File: config.mk
export PLATFORM = sky130hd
export DESIGN_NAME = cluster_word_serializer
export DESIGN_NICKNAME = d
export VERILOG_FILES = /design/src/rtl/cluster_word_serializer.sv
export SDC_FILE = /design/constraint.sdc
export NUM_CORES = 1
export LEC_CHECK = 0
export BUFFER_PORTS_ARGS = -buffer_cell sky130_fd_sc_hd__buf_2
export CAP_MARGIN = 30
export CORE_MARGIN = 3
export CORE_UTILIZATION = 33
export DETAILED_ROUTE_END_ITERATION = 6
export PLACE_DENSITY = 0.65
export SLEW_MARGIN = 10
export SYNTH_ARGS = -nofsm -noshare
export SYNTH_HDL_FRONTEND = slang
export SYNTH_SLANG_ARGS = --single-unit
File: constraint.sdc
create_clock -name clock4x -period 4.2 [get_ports clock4x]
set_input_delay 0 -clock clock4x [delete_from_list [all_inputs] [get_ports clock4x]]
set_output_delay 0 -clock clock4x [all_outputs]
set_load 0.01 [all_outputs]
File: src/rtl/cluster_word_serializer.sv
// Captures eight sorted clusters on a frame strobe and emits them as four two-cluster words.
// Also reports the valid-cluster count per frame and a saturating count of truncated frames.
module cluster_word_serializer #(
   parameter int unsigned          MXADRBITS  = 11,
   parameter int unsigned          MXCNTBITS  = 3,
   parameter int unsigned          MXVALIDADR = 1536,
   parameter logic [MXADRBITS-1:0] IDLE_ADR   = 11'h7FE
) (
   input  logic                               clock4x,
   input  logic                               reset,
   input  logic                               frame_valid,
   input  logic [MXADRBITS-1:0]               adr0_i,
   input  logic [MXADRBITS-1:0]               adr1_i,
   input  logic [MXADRBITS-1:0]               adr2_i,
   input  logic [MXADRBITS-1:0]               adr3_i,
   input  logic [MXADRBITS-1:0]               adr4_i,
   input  logic [MXADRBITS-1:0]               adr5_i,
   input  logic [MXADRBITS-1:0]               adr6_i,
   input  logic [MXADRBITS-1:0]               adr7_i,
   input  logic [MXCNTBITS-1:0]               cnt0_i,
   input  logic [MXCNTBITS-1:0]               cnt1_i,
   input  logic [MXCNTBITS-1:0]               cnt2_i,
   input  logic [MXCNTBITS-1:0]               cnt3_i,
   input  logic [MXCNTBITS-1:0]               cnt4_i,
   input  logic [MXCNTBITS-1:0]               cnt5_i,
   input  logic [MXCNTBITS-1:0]               cnt6_i,
   input  logic [MXCNTBITS-1:0]               cnt7_i,
   output logic [2*(MXADRBITS+MXCNTBITS)-1:0] dout,
   output logic                               dout_valid,
   output logic                               dout_first,
   output logic                               dout_last,
   output logic [3:0]                         cluster_cnt,
   output logic [7:0]                         overrun_cnt
);

   localparam int unsigned CluBits = MXADRBITS + MXCNTBITS;
   localparam logic [MXADRBITS:0] ValidAdr = (MXADRBITS + 1)'(MXVALIDADR);

   typedef logic [CluBits-1:0] clu_t;
   typedef enum logic [0:0] {StIdle, StSend} state_e;

   localparam clu_t IdleClu = {IDLE_ADR, {MXCNTBITS{1'b0}}};

   state_e               state_q;
   logic [1:0]           widx_q;
   clu_t                 cap_q [8];
   logic [MXADRBITS-1:0] in_adr [8];
   logic [MXCNTBITS-1:0] in_cnt [8];
   clu_t                 in_clu [8];
   logic [3:0]           in_valid_cnt;
   logic [1:0]           widx_nxt;
   logic [2*CluBits-1:0] first_word;
   logic [2*CluBits-1:0] next_word;

   always_comb begin
      in_adr[0] = adr0_i;  in_cnt[0] = cnt0_i;
      in_adr[1] = adr1_i;  in_cnt[1] = cnt1_i;
      in_adr[2] = adr2_i;  in_cnt[2] = cnt2_i;
      in_adr[3] = adr3_i;  in_cnt[3] = cnt3_i;
      in_adr[4] = adr4_i;  in_cnt[4] = cnt4_i;
      in_adr[5] = adr5_i;  in_cnt[5] = cnt5_i;
      in_adr[6] = adr6_i;  in_cnt[6] = cnt6_i;
      in_adr[7] = adr7_i;  in_cnt[7] = cnt7_i;
   end

   // Popcount rather than sort order, so an unsorted frame still counts correctly.
   always_comb begin
      in_valid_cnt = '0;
      for (int i = 0; i < 8; i++) begin
         in_clu[i] = {in_adr[i], in_cnt[i]};
         if ({1'b0, in_adr[i]} < ValidAdr) begin
            in_valid_cnt = in_valid_cnt + 4'd1;
         end
      end
   end

   always_comb begin
      widx_nxt   = widx_q + 2'd1;
      first_word = {in_clu[1], in_clu[0]};
      next_word  = {cap_q[{widx_nxt, 1'b1}], cap_q[{widx_nxt, 1'b0}]};
   end

   always_ff @(posedge clock4x) begin
      if (reset) begin
         state_q     <= StIdle;
         widx_q      <= 2'd0;
         for (int i = 0; i < 8; i++) begin
            cap_q[i] <= IdleClu;
         end
         dout        <= {IdleClu, IdleClu};
         dout_valid  <= 1'b0;
         dout_first  <= 1'b0;
         dout_last   <= 1'b0;
         cluster_cnt <= 4'd0;
         overrun_cnt <= 8'd0;
      end else if (frame_valid) begin
         // A strobe always wins; only one landing before the last word truncates a frame.
         if (state_q == StSend && widx_q != 2'd3 && overrun_cnt != 8'hFF) begin
            overrun_cnt <= overrun_cnt + 8'd1;
         end
         for (int i = 0; i < 8; i++) begin
            cap_q[i] <= in_clu[i];
         end
         state_q     <= StSend;
         widx_q      <= 2'd0;
         dout        <= first_word;
         dout_valid  <= 1'b1;
         dout_first  <= 1'b1;
         dout_last   <= 1'b0;
         cluster_cnt <= in_valid_cnt;
      end else if (state_q == StSend) begin
         if (widx_q != 2'd3) begin
            widx_q     <= widx_nxt;
            dout       <= next_word;
            dout_valid <= 1'b1;
            dout_first <= 1'b0;
            dout_last  <= (widx_nxt == 2'd3);
         end else begin
            state_q    <= StIdle;
            dout       <= {IdleClu, IdleClu};
            dout_valid <= 1'b0;
            dout_first <= 1'b0;
            dout_last  <= 1'b0;
         end
      end
   end

endmodule

[Word level (Yosys, flattened, before mapping)]
Memories as Yosys holds them, arrays and structs flattened.
Index checks and enable logic that the tools add are counted.
Storage, ports and cells
  memories: 1
  bits in writable memories: 112
  output and inout port bits: 43
  bits of input ports: 115
  bits in registers: 46
Memory list
  cap_q: words 8, bits a word 14, read ports 2, clocked after memory_dff 0, write ports 8, line 46  | clu_t cap_q [8];
Operators by class
  $lt $le $gt $ge: 8
  reduce and logical (&&, ||, !) cells: 6
  add/subtract/negate cells: 9
  equality and inequality tests: 3
  bitwise gates (word level): 8
  muxes and demuxes: 32
Operators by type and width (number)
  $mux W14: 8
  $lt A11 B11 Y1 const B: 8
  $mux W28: 3
  $add A4 B1 Y4 const B: 7
  $mux W4: 7
  $mux W1: 14
  $add A8 B1 Y8 const B: 1
  $ne A8 B8 Y1 const B: 1
  $or A1 B1 Y1: 8
  $reduce_and A2 Y1: 2
  $add A2 B1 Y2 const B: 1
  $eq A2 B2 Y1 const B: 1
  $logic_and A1 B1 Y1: 2
  $ne A2 B2 Y1 const B: 1
  $reduce_bool A2 Y1: 1
  $reduce_or A2 Y1: 1

[Logic depth before layout (Yosys ltp)]
  depth after elaboration: 16
  gate-level depth with buffers: 18

[Worst setup path before layout]
Ideal clock, no wire load.
  path kind: in2reg
  from: input frame_valid
  to: memory cap_q[0][0] (netlist bit) (enable)
  path slack: 0.847 ns
  data required time: 3.733 ns
  library setup time: 0.467 ns
  stages: 4
  path buffers: 2
  arrival time: 2.886 ns
  path through: clkbuf_1 buf_1 nor2_1 inv_1
RTL lines
  from (decl): line 11  | input logic frame_valid,
  to (decl): line 46

[Worst setup path after layout]
  from: input adr1_i[10]
  to: register cluster_cnt[1]
On the way
  longest elaborated chain between the ends: 14
RTL lines
  from (decl): line 13  | input logic [MXADRBITS-1:0] adr1_i,
  $lt A11 B11 Y1 *: line 71  | if ({1'b0, in_adr[i]} < ValidAdr) begin
  $mux W4 *: line 71
  $add A4 B1 Y4: line 72  | in_valid_cnt = in_valid_cnt + 4'd1;
  $mux W4 *: line 71
  $add A4 B1 Y4: line 72
  $mux W4 *: line 71
  $add A4 B1 Y4: line 72
  $mux W4 *: line 71
  $add A4 B1 Y4: line 72
  $mux W4 *: line 71
  $add A4 B1 Y4: line 72
  $mux W4 *: line 71
  $add A4 B1 Y4: line 72
  $mux W4 *: line 71
  to (signal assigned): line 110  | cluster_cnt <= in_valid_cnt;
  to (decl): line 32  | output logic [3:0] cluster_cnt,
Every way passes the cells marked *; elsewhere a longest branch is shown, timed or not.
A chain may end at the register's enable or synchronous reset.

==> metrics.txt <==
post-synth top area share 46.8%; Sw Ratio 23.6%; Rel. slew slack 37.1%; Core Region 0.0212 mm2; register area 0.00429 mm2; Worst Max-Slew Pin Slew 0.943 ns; crit share post-route 88.8%; total setup buffers inserted after CTS 0; syn avg cell area 12.9 um2; area grow syn2layout 39.3%; post_cts resized 0; Primary FF master, synth edfxtp_1; Initial Util 33.9%; Routed WL per cell 17.7 um; Hold/Removal Path Class in -> reg; f_max 268 MHz; endpoint class of the critical path flip-flop; P_int 3.20 mW; Crit Path Max Fanout 7; RSZ-0062 raised after global routing false; worst skew pair latency 0.42 ns; cts bufs inserted 17; most frequent cell after synthesis edfxtp_1; status finished, final reports clean; Seq pwr share 44.1%; number of distinct library cells after synthesis 44; Root Driver clkbuf_16; reg2reg path depth 8; Worst EP arrival 4.04 ns; Reg2Reg Setup Slack 1.44 ns; Site Rows 53; All-Layer GR Usage 16.6%; Die Area 0.0236 mm2; Layout fillers 1,878; post-DP HPWL 12,100 um; layout cells sized above 1 30.7%; area occupied by multi-input gates 0.00271 mm2; post-synthesis cell area 0.00719 mm2; critical path class in -> reg; Non-Filler Instances 1,100; IO buf count 157; TritonRoute pass-1 iters 5; Hold Crit Start reset; Net Count, Synth 680; ys async rst share 0%; Die W 154 um; io pins 158; P_leak 3.89 nW; grt ovf 0; PwrDens 418 mW/mm2; cell count after synthesis 556; minimum clock period 3.73 ns; Placed Cells incl. Taps 956; routability congestion estimate 0.884; VDD IR-drop max 231 uV; largest net degree at the start of global routing 70; CP Launch Type input port; register bit total from synthesis 158; final hold violations 0; Clock Pin Slew Worst Setup and Hold Paths 0.06 ns; Synth top cells by count edfxtp_1, or3_1, nor2_1; first-pass GRT wire length 31,000 um; final clock skew 0.00885 ns; Clock Power Share 40.4%; Vias per Instance 5.04; CTS tree yes; clk sinks 158; Clock Path Buffers 2; ANT nets after route 0; DR iter-0 viols 290; switching power 988 uW; Post-synth EDFFs 112; via count 5,548; WHS Endpoint dout[16]; setup tns final 0 ns; reg-to-reg startpoint widx_q[0]; Synth warnings 0; Max-Cap Viols 0; Seq/Total Area, Yosys 59.6%; drc violations 0; DIE HEIGHT 154 um; nets@finish 936; vias in the first global route 5,840; Hold Path Depth 2; Routed WL 19,500 um; Setup violations, final 0; Ant. Diodes 0; # H-tree levels 4; Critical Path RT 4.51 ns; Comb power frac 15.5%; Synth area leader edfxtp_1; Critical path origin adr1_i[10]; count of pins over their slew limit 0; Critical R2R Capture overrun_cnt[5]; initial antenna violation count 0; largest cells by area after synthesis edfxtp_1, dfxtp_1, mux4_2
[cells in the final DEF (no fill, tap or decap), drive strengths merged, types with 21 or more instances in the layout]
cell         instances
dfxtp               46
mux4                28
or2                 21
dlygate4sd3        112
or3                 63
buf                167
nor2                50
edfxtp             112
and2                26
[worst max-delay path, cell delays in order]
cell           delay (ns)
dlygate4sd3_1        0.55
buf_2                0.14
nand2_1              0.21
inv_1                0.08
ha_1                 0.33
inv_1                0.10
xnor3_2              0.49
ha_1                 0.31
nand3b_1             0.10
mux2i_1              0.08
or3_4                0.34
ha_1                 0.29
nand2b_1             0.14
o31a_1               0.13
ha_1                 0.29
mux2_2               0.26
a22o_1               0.19
[worst max-delay path by stage]
stage	slack, ns	depth (start not counted)	to
after global placement	0.69	16	cluster_cnt[1]
final	0.47	17	cluster_cnt[1]
after global routing	0.31	17	cluster_cnt[1]
after CTS	0.48	17	cluster_cnt[1]
after detailed placement	0.62	16	cluster_cnt[1]
after floorplan	0.85	4	cap_q[0][0]
[power groups by stage]
stage / Sequential (mW) / Combinational (mW) / Clock, mW
2_1_floorplan: 1.89 / 0.367 / 0
3_3_place_gp: 1.88 / 0.562 / 0
3_5_place_dp: 1.88 / 0.570 / 0
4_1_cts: 1.85 / 0.654 / 1.73
5_1_grt: 1.86 / 0.720 / 1.78
6_report: 1.85 / 0.650 / 1.69
[layout make-up]
type / instances / area share (%)
flip-flops and latches: 158 / 42.8
multi-input cells: 349 / 27.1
repair buffers: 279 / 20.0
clock buffers: 18 / 4.29
well taps: 275 / 3.44
clock inverters: 14 / 2.14
inverters: 7 / 0.288
[timing repair]
| item | CTS | global route |
|---|---|---|
| hold endpoints to repair | 140 | 0 |
| hold buffers | 112 | 0 |
| endpoints found under the setup margin | 0 | 0 |
[registers in the layout, summed over array words and instances (netlist names)]
name / cells
cluster_cnt: 4
dout_valid: 1
overrun_cnt: 8
dout_first: 1
cap_q: 112
state_q: 1
dout: 28
dout_last: 1
widx_q: 2
[layer usage]
layer | GRT usage [%] | routed length (um)
met5 | 0 | 0
met4 | 8.24 | 709
met3 | 2.93 | 815
met2 | 27.7 | 9820
met1 | 21.0 | 8150
[cells by family (layout without fill, tap and decap cells)]
group	Yosys count	count (layout)	synth area share, %
compound gates	80	80	8.27
flops	158	158	59.6
fa+ha+maj	9	9	1.57
simple gates	208	208	15.8
xor+xnor	18	18	2.40
mux	34	34	9.63
buf+inv	49	318	2.68
[stage by stage]
step	area (um2)	setup WS, ns	hold WS (ns)	utilization, %	total power, mW
2_1_floorplan	7190	0.847	0.122	-	2.25
3_3_place_gp	8240	0.691	0.226	38.9	2.44
3_5_place_dp	8240	0.616	0.225	38.9	2.45
4_1_cts	10000	0.477	0.0771	47.2	4.23
5_1_grt	10000	0.308	0.105	47.2	4.36
6_report	10000	0.472	0.0754	47.2	4.19
Power figures use the tool's default switching activity.
